## config.mk

```make
export PLATFORM = sky130hd
export DESIGN_NAME = rx_pkt_parser
export DESIGN_NICKNAME = d
export VERILOG_FILES = /design/src/rtl/rx_pkt_pkg.sv /design/src/rtl/rx_byte_fetch.sv /design/src/rtl/rx_pkt_parser.sv
export SDC_FILE = /design/constraint.sdc
export NUM_CORES = 1
export LEC_CHECK = 0
export CAP_MARGIN = 40
export CORE_ASPECT_RATIO = 1.2
export CORE_MARGIN = 2
export CORE_UTILIZATION = 45
export DETAILED_ROUTE_END_ITERATION = 6
export MAX_ROUTING_LAYER = met4
export PLACE_DENSITY_LB_ADDON = 0.25
export REMOVE_ABC_BUFFERS = 1
export SETUP_SLACK_MARGIN = 0.1
export SYNTH_ARGS = -nofsm -noshare
export SYNTH_HDL_FRONTEND = slang
export SYNTH_SLANG_ARGS = --single-unit
```

## constraint.sdc

```tcl
create_clock -name CLK -period 5.4 [get_ports CLK]
set_input_delay 0.81 -clock CLK [delete_from_list [all_inputs] [get_ports CLK]]
set_output_delay 0.81 -clock CLK [all_outputs]
set_load 0.05 [all_outputs]
```

## src/rtl/rx_pkt_pkg.sv

```systemverilog
// Shared constants and FSM state encoding for the rx packet parser.
// Pure declarations: no logic, no latency, no flow control.
package rx_pkt_pkg;

    localparam logic [7:0] SYNC_BYTE   = 8'hA5;
    localparam int         MAX_LEN_DEF = 8;

    typedef enum logic [2:0] {
        ST_SYNC = 3'd0,
        ST_CMD  = 3'd1,
        ST_LEN  = 3'd2,
        ST_DATA = 3'd3,
        ST_CHK  = 3'd4
    } state_e;

endpackage

```

## src/rtl/rx_byte_fetch.sv

```systemverilog
// Byte fetch from the rx FIFO: combinational pop when count != 0, then one forced wait cycle.
// Zero latency to the parser; at most one byte per two cycles; empty FIFO simply stalls.
module rx_byte_fetch #(
    parameter int CNT_W = 5
) (
    input  logic             clk_i,
    input  logic             rst_i,
    input  logic [CNT_W-1:0] fifo_cnt_i,
    input  logic [7:0]       fifo_byte_i,
    output logic             fifo_pop_o,
    output logic             byte_vld_o,
    output logic [7:0]       byte_dat_o
);

    logic wait_q;
    logic wait_d;

    // Gated by reset so no pop leaks out while the parser is held.
    assign byte_vld_o = !rst_i && !wait_q && (fifo_cnt_i != '0);
    assign fifo_pop_o = byte_vld_o;
    assign byte_dat_o = fifo_byte_i;
    assign wait_d     = byte_vld_o;

    always_ff @(posedge clk_i or posedge rst_i) begin
        if (rst_i) begin
            wait_q <= 1'b0;
        end else begin
            wait_q <= wait_d;
        end
    end

endmodule

```

## src/rtl/rx_pkt_parser.sv

```systemverilog
// Frame parser (A5 CMD LEN payload [CHK]); outputs register on the edge consuming the last byte.
// Stalls on an empty FIFO; optional checksum byte when RX_PKT_CHKSUM_EN is defined.
module rx_pkt_parser
    import rx_pkt_pkg::*;
#(
    parameter int CNT_W   = 5,
    parameter int MAX_LEN = MAX_LEN_DEF
) (
    input  logic                   CLK,
    input  logic                   RESET,
    input  logic [31:0]            FIFO_RD,
    output logic                   FIFO_POP,
    output logic [7:0]             PKT_CMD,
    output logic [3:0]             PKT_LEN,
    output logic [8*MAX_LEN-1:0]   PKT_DATA,
    output logic                   PKT_VALID,
    output logic [7:0]             ERR_CNT
);

    localparam logic [7:0] MAX_LEN_B = 8'(MAX_LEN);

    logic                 byte_vld;
    logic [7:0]           byte_dat;
    logic                 unused_rd_bits;

    state_e               state_q, state_d;
    logic [7:0]           cmd_q, cmd_d;
    logic [3:0]           len_q, len_d;
    logic [3:0]           idx_q, idx_d;
    logic [8*MAX_LEN-1:0] buf_q, buf_d;
    logic                 commit;
    logic                 err_inc;
`ifdef RX_PKT_CHKSUM_EN
    logic [7:0]           chk_q, chk_d;
`endif

    logic [7:0]           pkt_cmd_q;
    logic [3:0]           pkt_len_q;
    logic [8*MAX_LEN-1:0] pkt_data_q;
    logic                 pkt_valid_q;
    logic [7:0]           err_cnt_q;

    assign unused_rd_bits = ^{FIFO_RD[31:16+CNT_W], FIFO_RD[15:8]};

    rx_byte_fetch #(
        .CNT_W (CNT_W)
    ) u_fetch (
        .clk_i       (CLK),
        .rst_i       (RESET),
        .fifo_cnt_i  (FIFO_RD[16+CNT_W-1:16]),
        .fifo_byte_i (FIFO_RD[7:0]),
        .fifo_pop_o  (FIFO_POP),
        .byte_vld_o  (byte_vld),
        .byte_dat_o  (byte_dat)
    );

    always_comb begin
        state_d = state_q;
        cmd_d   = cmd_q;
        len_d   = len_q;
        idx_d   = idx_q;
        buf_d   = buf_q;
        commit  = 1'b0;
        err_inc = 1'b0;
`ifdef RX_PKT_CHKSUM_EN
        chk_d   = chk_q;
`endif
        if (byte_vld) begin
            case (state_q)
                ST_SYNC: begin
                    if (byte_dat == SYNC_BYTE) state_d = ST_CMD;
                end
                ST_CMD: begin
                    cmd_d   = byte_dat;
`ifdef RX_PKT_CHKSUM_EN
                    chk_d   = byte_dat;
`endif
                    state_d = ST_LEN;
                end
                ST_LEN: begin
                    // Clearing the working buffer here gives zero-fill above LEN for free.
                    idx_d = '0;
                    buf_d = '0;
                    if (byte_dat > MAX_LEN_B) begin
                        err_inc = 1'b1;
                        state_d = ST_SYNC;
                    end else begin
                        len_d = byte_dat[3:0];
`ifdef RX_PKT_CHKSUM_EN
                        chk_d = chk_q ^ byte_dat;
`endif
                        if (byte_dat == 8'd0) begin
`ifdef RX_PKT_CHKSUM_EN
                            state_d = ST_CHK;
`else
                            commit  = 1'b1;
                            state_d = ST_SYNC;
`endif
                        end else begin
                            state_d = ST_DATA;
                        end
                    end
                end
                ST_DATA: begin
                    buf_d[8*int'(idx_q) +: 8] = byte_dat;
                    idx_d = idx_q + 4'd1;
`ifdef RX_PKT_CHKSUM_EN
                    chk_d = chk_q ^ byte_dat;
`endif
                    if ((idx_q + 4'd1) == len_q) begin
`ifdef RX_PKT_CHKSUM_EN
                        state_d = ST_CHK;
`else
                        commit  = 1'b1;
                        state_d = ST_SYNC;
`endif
                    end
                end
`ifdef RX_PKT_CHKSUM_EN
                ST_CHK: begin
                    if (byte_dat == chk_q) commit  = 1'b1;
                    else                   err_inc = 1'b1;
                    state_d = ST_SYNC;
                end
`endif
                default: state_d = ST_SYNC;
            endcase
        end
    end

    always_ff @(posedge CLK or posedge RESET) begin
        if (RESET) begin
            state_q     <= ST_SYNC;
            cmd_q       <= '0;
            len_q       <= '0;
            idx_q       <= '0;
            buf_q       <= '0;
`ifdef RX_PKT_CHKSUM_EN
            chk_q       <= '0;
`endif
            pkt_cmd_q   <= '0;
            pkt_len_q   <= '0;
            pkt_data_q  <= '0;
            pkt_valid_q <= 1'b0;
            err_cnt_q   <= '0;
        end else begin
            state_q     <= state_d;
            cmd_q       <= cmd_d;
            len_q       <= len_d;
            idx_q       <= idx_d;
            buf_q       <= buf_d;
`ifdef RX_PKT_CHKSUM_EN
            chk_q       <= chk_d;
`endif
            pkt_valid_q <= commit;
            if (commit) begin
                pkt_cmd_q  <= cmd_d;
                pkt_len_q  <= len_d;
                pkt_data_q <= buf_d;
            end
            if (err_inc && (err_cnt_q != 8'hFF)) begin
                err_cnt_q <= err_cnt_q + 8'd1;
            end
        end
    end

    assign PKT_CMD   = pkt_cmd_q;
    assign PKT_LEN   = pkt_len_q;
    assign PKT_DATA  = pkt_data_q;
    assign PKT_VALID = pkt_valid_q;
    assign ERR_CNT   = err_cnt_q;

endmodule

```

-- After elaboration in Yosys (flattened, before gate mapping)
Cells that the tools add are included.
W data, S select, Z words.
- shifts and indexed selects: 2
- reductions and logical operators: 11
- multiplexer cells: 22
- add/sub/neg operators: 3
- order comparisons: 1
- eq/ne operators: 8
- operators by type and width (kind ; number):
    $pmux W64 S2 ; 1
    $bwmux W64 ; 1
    $mux W64 ; 1
    $shift A8 B33 Y64 const A ; 1
    $shiftx A8 B33 Y64 ; 1
    $neg A7 Y33 ; 1
    $mux W8 ; 2
    $mux W4 ; 3
    $pmux W3 S4 ; 1
    $add A8 B1 Y8 const B ; 1
    $eq A8 B8 Y1 const B ; 1
    $gt A8 B4 Y1 const B ; 1
    $logic_not A8 Y1 ; 1
    $ne A8 B8 Y1 const B ; 1
    $pmux W4 S2 ; 1
    $mux W1 ; 7
    $eq A3 B2 Y1 const B ; 2
    $mux W3 ; 2
    $reduce_bool A5 Y1 ; 1
    $add A4 B1 Y4 const B ; 1
    $eq A4 B4 Y1 ; 1
    $mux W2 ; 2
    $ne A2 B2 Y1 const B ; 2
    $eq A3 B1 Y1 const B ; 1
    7 further kinds ; 10
- word-level logic and storage cells: 58
- bits in registers: 169

-- Longest topological paths before layout
Gate-level depths: netlist of the first run.
- word-level depth: 5
- gate-level depth with buffers: 12
- mapped depth without buffers: 7

-- Cells and area by module
A second synthesis of the first run with hierarchy kept.
- cells, all modules: 684
- area, all modules: 7694.9 um^2
- modules (own cells, without submodules) (module ; area each (um^2) ; instances ; sequential area each (um^2) ; cells each):
    rx_pkt_parser ; 7582.3 ; 1 ; 4179.0 ; 670
    rx_byte_fetch ; 112.6 ; 1 ; 25.0 ; 14

-- Worst setup path after synthesis of the first run
OpenSTA, ideal clock, no wires.
- kind: register to register
- start: register idx_q[0]
- end: register pkt_cmd_q[1] (netlist: PKT_CMD[1])
- slack: 2604 ps
- required time: 5275 ps
- arrival: 2671 ps
- buffers on the path: 4
- stages on the path, launching flop included: 11
- setup time: 125 ps
- path through: dfrtp_1 -> clkbuf_1 -> clkbuf_1 -> inv_1 -> ha_1 -> buf_1 -> xnor2_1 -> nand3_1 -> o32ai_2 -> buf_4 -> mux2_2
- word-level cells in the longest chain between the ends: 5
- ends and longest elaborated chain (element ; RTL line ; RTL):
    from (decl) ; rx_pkt_parser.sv:29 ; logic [3:0] idx_q, idx_d;
    from (signal assigned) ; rx_pkt_parser.sv:150 ; idx_q <= idx_d;
    $add A4 B1 Y4 ; rx_pkt_parser.sv:110 ; if ((idx_q + 4'd1) == len_q) begin
    $eq A4 B4 Y1 ; rx_pkt_parser.sv:110 ;
    $mux W1 ; rx_pkt_parser.sv:110 ;
    $pmux W1 S2 ; rx_pkt_parser.sv:69 ; case (state_q)
    $mux W1 ; rx_pkt_parser.sv:68 ; if (byte_vld) begin
    to (signal assigned) ; rx_pkt_parser.sv:157 ; pkt_cmd_q <= cmd_d;
    to (decl) ; rx_pkt_parser.sv:37 ; logic [7:0] pkt_cmd_q;
Every way passes these cells.
A chain may end at the register's enable or synchronous reset.

-- Worst setup path after layout of the first run
- start: input FIFO_RD[16]
- end: output FIFO_POP
- word-level cells in the longest chain between the ends: 2
- ends and longest elaborated chain (element ; RTL line ; RTL):
    from (decl) ; rx_pkt_parser.sv:11 ; input logic [31:0] FIFO_RD,
    $reduce_bool A5 Y1 ; rx_byte_fetch.sv:19 ; assign byte_vld_o = !rst_i && !wait_q && (fifo_cnt_i != '0);
    $logic_and A1 B1 Y1 ; rx_byte_fetch.sv:19 ;
    to (decl) ; rx_pkt_parser.sv:12 ; output logic FIFO_POP,
Every way passes these cells.

==> flow_metrics.tcl, run 1 <==
set metrics [dict create \
    synthTopCellsByArea "dfrtp_1 56%, a21oi_1 6.1%, nor2_1 4.2%, a32o_1 2.1%, a22o_1 2.0%" \
    numPortBuffers 100 \
    reg2reg_from "idx_q[0]" \
    clkSinkCount 168 \
    met1_length_um 7526 \
    dp_hpwl_um 11650 \
    grt_pass1_vias 5603 \
    cap_violations 0 \
    stdcell_area_um2 9184 \
    clockBufferDepth 2 \
    worstPathMaxFanout 7 \
    yosysWarnings 0 \
    routed_wl_um 17230 \
    netlist_instances 697 \
    hp-class "reg -> reg" \
    grt_overflow_total 0 \
    synth_top_family_by_area "compound AO/OA/AOI/OAI gates" \
    hold_viol 0 \
    rows 51 \
    seq_area_frac_synth_pct 56.29 \
    synth_xor_area_share_pct 1.943 \
    top_layer_used "met4" \
    rsz0062_at_grt "no" \
    synthesis.area_um2 7468 \
    synth_most_common_cell "dfrtp_1" \
    min_from "buf_q[62]" \
    ys_ff_latch 168 \
    clock-skew-final_ns 0.005800 \
    start_util_pct 45.90 \
    grt_usage_pct 21.16 \
    synthSimpleGateAreaFrac_pct 12.03 \
    fmax_ghz 0.2541 \
    first_pass_iters 5 \
    power_mw 5.444 \
    cts_setup_buffers 0 \
    via_count 5706 \
    dr_wl_met2_um 8647 \
    fillers 1391 \
    slew-limit-headroom_pct 36.17 \
    power_density_nw_per_um2 592.7 \
    synth_common_cells "168 x dfrtp_1, 91 x a21oi_1, 83 x nor2_1" \
    status "finished clean" \
    arrival_ns 3.13 \
    min_period_over_period_pct 72.87 \
    min_to "buf_q[62]" \
    hold-path-cell-count 1 \
    drc_errors 0 \
    num_antenna_cells 0 \
    critPathLaunchType "input port" \
    synth_area_leader_cell "dfrtp_1" \
    synth_compound_gate_area_share_pct 21.33 \
    seq_area_um2 4204 \
    grt_pass1_wl_um 28790 \
    core_um2 16270 \
    path_clk_slew_ns 0.06 \
    cts_tree "yes" \
    cp.required_ns 4.59 \
    worst_ir_drop_vdd_mv 0.2605 \
    grt_max_degree 99 \
    h-tree-depth 4 \
    area_delta_synth_final_pct 22.97 \
    antenna_found_initial 0 \
    regToRegSetupSlack_ns 1.99 \
    placed_area_um2 8563 \
    critPathLaunch "FIFO_RD[16]" \
    synthDominantCellAreaShare_pct 56.29 \
    r2r-end "PKT_DATA[41]" \
    synth_area_per_cell_um2 10.72 \
    dieHeight_um 145.1 \
    synth.distinct_cells 64 \
    antenna_left 0 \
    die_area_um2 17650 \
    die_x_um 121.6 \
    muxShareOfSynthArea_pct 3.418 \
    via_per_inst 5.740 \
    met3_length_um 684 \
    synth_fa_ha_area_share_pct 0.8377 \
    drt_iter0_drc 329 \
    ff2ff_path_depth 8 \
    drive_gt1_share_pct 8.824 \
    cts_made_buffers 17 \
    crit_path_end_kind "output pin" \
    clock-root-buffer "clkbuf_16" \
    clock_latency_ns 0.43 \
    cts-resized-gates 0 \
    finalSetupViolations 0 \
    p_leak_nw 4.003 \
    ys_async_sr_fraction_pct 100.0 \
    period_minus_slack_ns 3.935 \
    final_max_slew_viol_count 0 \
    gp_congestion 0.8599 \
    path_class "in -> out" \
    synth_edf_count 0 \
    ctsHoldBuffers 0 \
    nets 808 \
    multiInputGateArea_um2 2968 \
    io_pins 120 \
    tightestPinTransition_ns 0.9540 \
    synth_ff_type "dfrtp_1" \
    drt-wirelength-per-cell_um 17.34 \
]
[report_power, final]
| group | switching (mW) | total (mW) | leakage, nW | internal, mW |
|---|---|---|---|---|
| Sequential | 0.216 | 1.81 | 2.26 | 1.60 |
| Clock | 0.506 | 1.25 | 0.278 | 0.743 |
| Combinational | 1.62 | 2.38 | 1.47 | 0.761 |
[layout make-up]
| class | instances | share of cell area, % |
|---|---|---|
| sequential | 168 | 45.78 |
| multi-input combinational | 461 | 32.32 |
| timing repair buffer | 111 | 11.88 |
| clock buffer | 19 | 4.823 |
| tap | 212 | 2.888 |
| clock inverter | 13 | 1.853 |
| inverter | 10 | 0.4632 |
[how the worst max path moves through the flow]
stage | to | slack [ns] | cells after the start
6_report | FIFO_POP | 1.46 | 5
3_3_place_gp | FIFO_POP | 1.52 | 5
2_1_floorplan | PKT_CMD[1] | -0.89 | 6
3_5_place_dp | FIFO_POP | 1.50 | 5
5_1_grt | FIFO_POP | 1.38 | 5
4_1_cts | FIFO_POP | 1.47 | 5
[cells by family after synthesis]
| kind of cell | Yosys count |
|---|---|
| flops | 168 |
| simple gates | 187 |
| fa+ha+maj | 5 |
| xor+xnor | 15 |
| mux | 23 |
| buf+inv | 68 |
| compound gates | 231 |
[flip-flops by register name, summed over array words and instances (netlist names)]
name	cells
PKT_VALID	1
buf_q	64
u_fetch.wait_q	1
state_q	2
PKT_LEN	4
PKT_CMD	8
idx_q	4
cmd_q	8
ERR_CNT	8
len_q	4
PKT_DATA	64
[critical path: stages]
cell and delay [ns]:
clkdlybuf4s50_1 0.39, or4_1 0.76, o21ai_2 0.27, inv_1 0.14, clkdlybuf4s50_1 0.75
[per-stage QoR]
| stage | cells | hold WS, ns | setup WS, ns | utilization, % | TNS (ns) |
|---|---|---|---|---|---|
| after floorplan | 639 | 0.4412 | -0.8949 | - | -46.56 |
| after global placement | 960 | 0.4543 | 1.519 | 52.53 | 0 |
| after detailed placement | 961 | 0.4634 | 1.499 | 52.63 | 0 |
| after CTS | 993 | 0.4772 | 1.474 | 56.39 | 0 |
| after global routing | 994 | 0.4913 | 1.377 | 56.44 | 0 |
| final | 994 | 0.4769 | 1.465 | 56.44 | 0 |
[placed cells by master, fill, tap and decap left out, types with 3 or more instances in the layout]
master,Yosys,final
clkdlybuf4s50_1,0,100
a32o_1,16,16
a21o_1,17,17
mux2i_1,3,3
o21ai_0,20,20
nand4_1,3,3
xnor2_1,5,5
a22o_1,17,17
o2bb2a_1,6,6
buf_4,4,10
nor3_1,23,23
mux2_2,7,7
or2_2,5,5
mux2_1,13,13
nand2_1,27,27
clkbuf_16,0,17
inv_6,0,3
a32oi_1,16,16
xor2_1,9,9
dfrtp_1,168,168
a22oi_1,17,17
ha_1,5,5
a21oi_1,91,91
clkinvlp_4,0,6
bufinv_16,0,3
nor4_1,7,7
a31oi_1,6,6
inv_1,10,9
nor2_1,83,82
nand2b_1,6,6
nand3_1,14,14
[per-layer routing]
metal,vias to the layer above,global-route usage [%]
met4,0,7.586
met5,-,-
met2,152,33.65
li1,2691,-
met1,2836,27.42
met3,27,3.498
Note: power is estimated with default switching activity, not from simulation.
==> run 2, diff against run 1 <==
clock period = 4 ns   (was 5.4 ns; I/O delays follow)
==> run 2 against run 1 <==
Compared with the run above:
- first-iteration DRC count up 16%
- flip-flop and latch count unchanged
- setup slack worse by 0.76 ns
- global-route usage up 0.72 points
- via count up 1.8%
- routed wire length up 2.9%
- combinational power up 36%
- critical path depth unchanged
- clock power up 18%
- non-clock buffer count up 10
- register-to-register slack worse by 1.0 ns
- highest routed layer unchanged
==> flow_metrics.tcl, run 2 (synthesis results as in run 1) <==
set metrics [dict create \
    status "finished clean" \
    h-tree-depth 4 \
    rows 51 \
    clockBufferDepth 2 \
    slew-limit-headroom_pct 42.10 \
    cap_violations 0 \
    period_minus_slack_ns 3.292 \
    rsz0062_at_grt "no" \
    grt_overflow_total 0 \
    dieHeight_um 145.1 \
    die_area_um2 17650 \
    worstPathCellList "clkdlybuf4s50_1 > or4_1 > o21ai_2 > inv_1 > clkdlybuf4s50_1" \
    arrival_ns 2.69 \
    hp-class "reg -> reg" \
    worst_ir_drop_vdd_mv 0.4677 \
    gr-usage-met3_pct 4.049 \
    drive_gt1_share_pct 9.975 \
    core_um2 16270 \
    path_delay_family "buffers and inverters" \
    drt_iter0_drc 382 \
    power_mw 7.164 \
    drt-wirelength-per-cell_um 17.66 \
    crit_top_cell "clkdlybuf4s50_1" \
    grt_use_met1_pct 27.55 \
    fillers 1375 \
    routed_wl_um 17730 \
    via_count 5807 \
    fmax_ghz 0.3037 \
    gr-usage-met2_pct 34.78 \
    numPortBuffers 100 \
    power_density_nw_per_um2 778.9 \
    nets 818 \
    crit_buf_inv 3 \
    worstPathMaxFanout 5 \
    gp_congestion 0.8721 \
    hold_viol 0 \
    grt_usage_pct 21.88 \
    hold_slack_ns 0.4771 \
    die_x_um 121.6 \
    drc_errors 0 \
    via_per_inst 5.784 \
    slowest_delay_ns 0.73 \
    grt_pass1_vias 5815 \
    num_antenna_cells 0 \
    crit_slowest_cell "clkdlybuf4s50_1" \
    clock-root-buffer "clkbuf_16" \
    dp_hpwl_um 12140 \
    grt_max_degree 89 \
    critPathLaunchType "input port" \
    cts_made_buffers 17 \
    clock_latency_ns 0.43 \
    final_cell_mix "168 x dfrtp_1, 100 x clkdlybuf4s50_1, 91 x a21oi_1" \
    tightestPinTransition_ns 0.8572 \
    crit_path_end_kind "output pin" \
    clkSinkCount 168 \
    start_util_pct 45.90 \
    top_usage_layer "met2" \
    cts_setup_buffers 0 \
    clock-skew-final_ns 0.006341 \
    antenna_left 0 \
    antenna_found_initial 0 \
    path_class "in -> out" \
    ctsHoldBuffers 0 \
    area_delta_synth_final_pct 23.15 \
    final_common_cell "dfrtp_1" \
    grt_pass1_wl_um 29680 \
    finalSetupViolations 0 \
    cts_tree "yes" \
    cts-resized-gates 0 \
    p_leak_nw 4.038 \
    cp.required_ns 3.40 \
    first_pass_iters 5 \
    path_clk_slew_ns 0.06 \
    final_max_slew_viol_count 0 \
    min_period_over_period_pct 82.31 \
    io_pins 120 \
]
==> run 2: cell types whose count changed in the layout (fill, tap and decap cells not counted), sizes merged <==
cell      change
bufinv        -3
clkbuf        -1
buf          +10
clkinvlp      -4
clkinv        +7
inv           +1
==> run 2: path summary, 6_finish.rpt <==
kind | start | endpoint | slack, ns | cells after the start
min reg2reg | buf_q[25] | buf_q[25] | 0.48 | 1
max in group asynchronous | RESET | PKT_DATA[1] | 2.39 | 3
max | FIFO_RD[16] | FIFO_POP | 0.71 | 5
max reg2reg | idx_q[0] | PKT_DATA[13] | 0.99 | 9
min in group asynchronous | RESET | cmd_q[4] | 0.78 | 2
min | buf_q[25] | buf_q[25] | 0.48 | 1
==> run 2: cell type report <==
type | count | area [um2] | area share, %
clock buffers | 18 | 429.2 | 4.666
clock inverters | 14 | 101.3 | 1.102
inverters | 10 | 42.54 | 0.4625
multi-input cells | 461 | 2968 | 32.27
flip-flops and latches | 168 | 4204 | 45.71
well taps | 212 | 265.3 | 2.884
repair buffers | 121 | 1187 | 12.91
==> run 2: per-layer routing <==
| metal | vias up | part of all wire, % |
|---|---|---|
| met5 | - | 0 |
| met4 | 0 | 3.0 |
| met3 | 43 | 3.7 |
| met2 | 154 | 50 |
| met1 | 2899 | 44 |
| li1 | 2711 | - |
==> run 2: worst reg2reg max path: cells and delay by family, from the launching register on <==
kind,cells,cell delay [ns]
buffers and inverters,3,0.58
AND/OR/NAND/NOR,2,0.29
AO/OA/AOI/OAI,2,0.74
adder cells (fa/ha/maj),1,0.47
XOR/XNOR,1,0.16
flip-flops,1,0.70
==> run 2: power by group <==
part / total [mW] / internal [mW] / switching [mW]
clock network: 1.48 / 0.796 / 0.688
registers: 2.45 / 2.15 / 0.294
logic: 3.23 / 1.03 / 2.20
total: 7.16 / 3.98 / 3.18
==> run 2: metrics by stage <==
| stage | instance area, um2 | setup WS, ns | util, % | setup TNS, ns | cells |
|---|---|---|---|---|---|
| after CTS | 9198 | 0.6914 | 56.52 | 0 | 1004 |
| final | 9198 | 0.7075 | 56.52 | 0 | 1004 |
| after global routing | 9198 | 0.6235 | 56.52 | 0 | 1004 |
| after global placement | 8656 | 0.7134 | 53.19 | 0 | 971 |
| after floorplan | 7196 | -2.295 | - | -344.21 | 639 |
| after detailed placement | 8667 | 0.7038 | 53.26 | 0 | 972 |
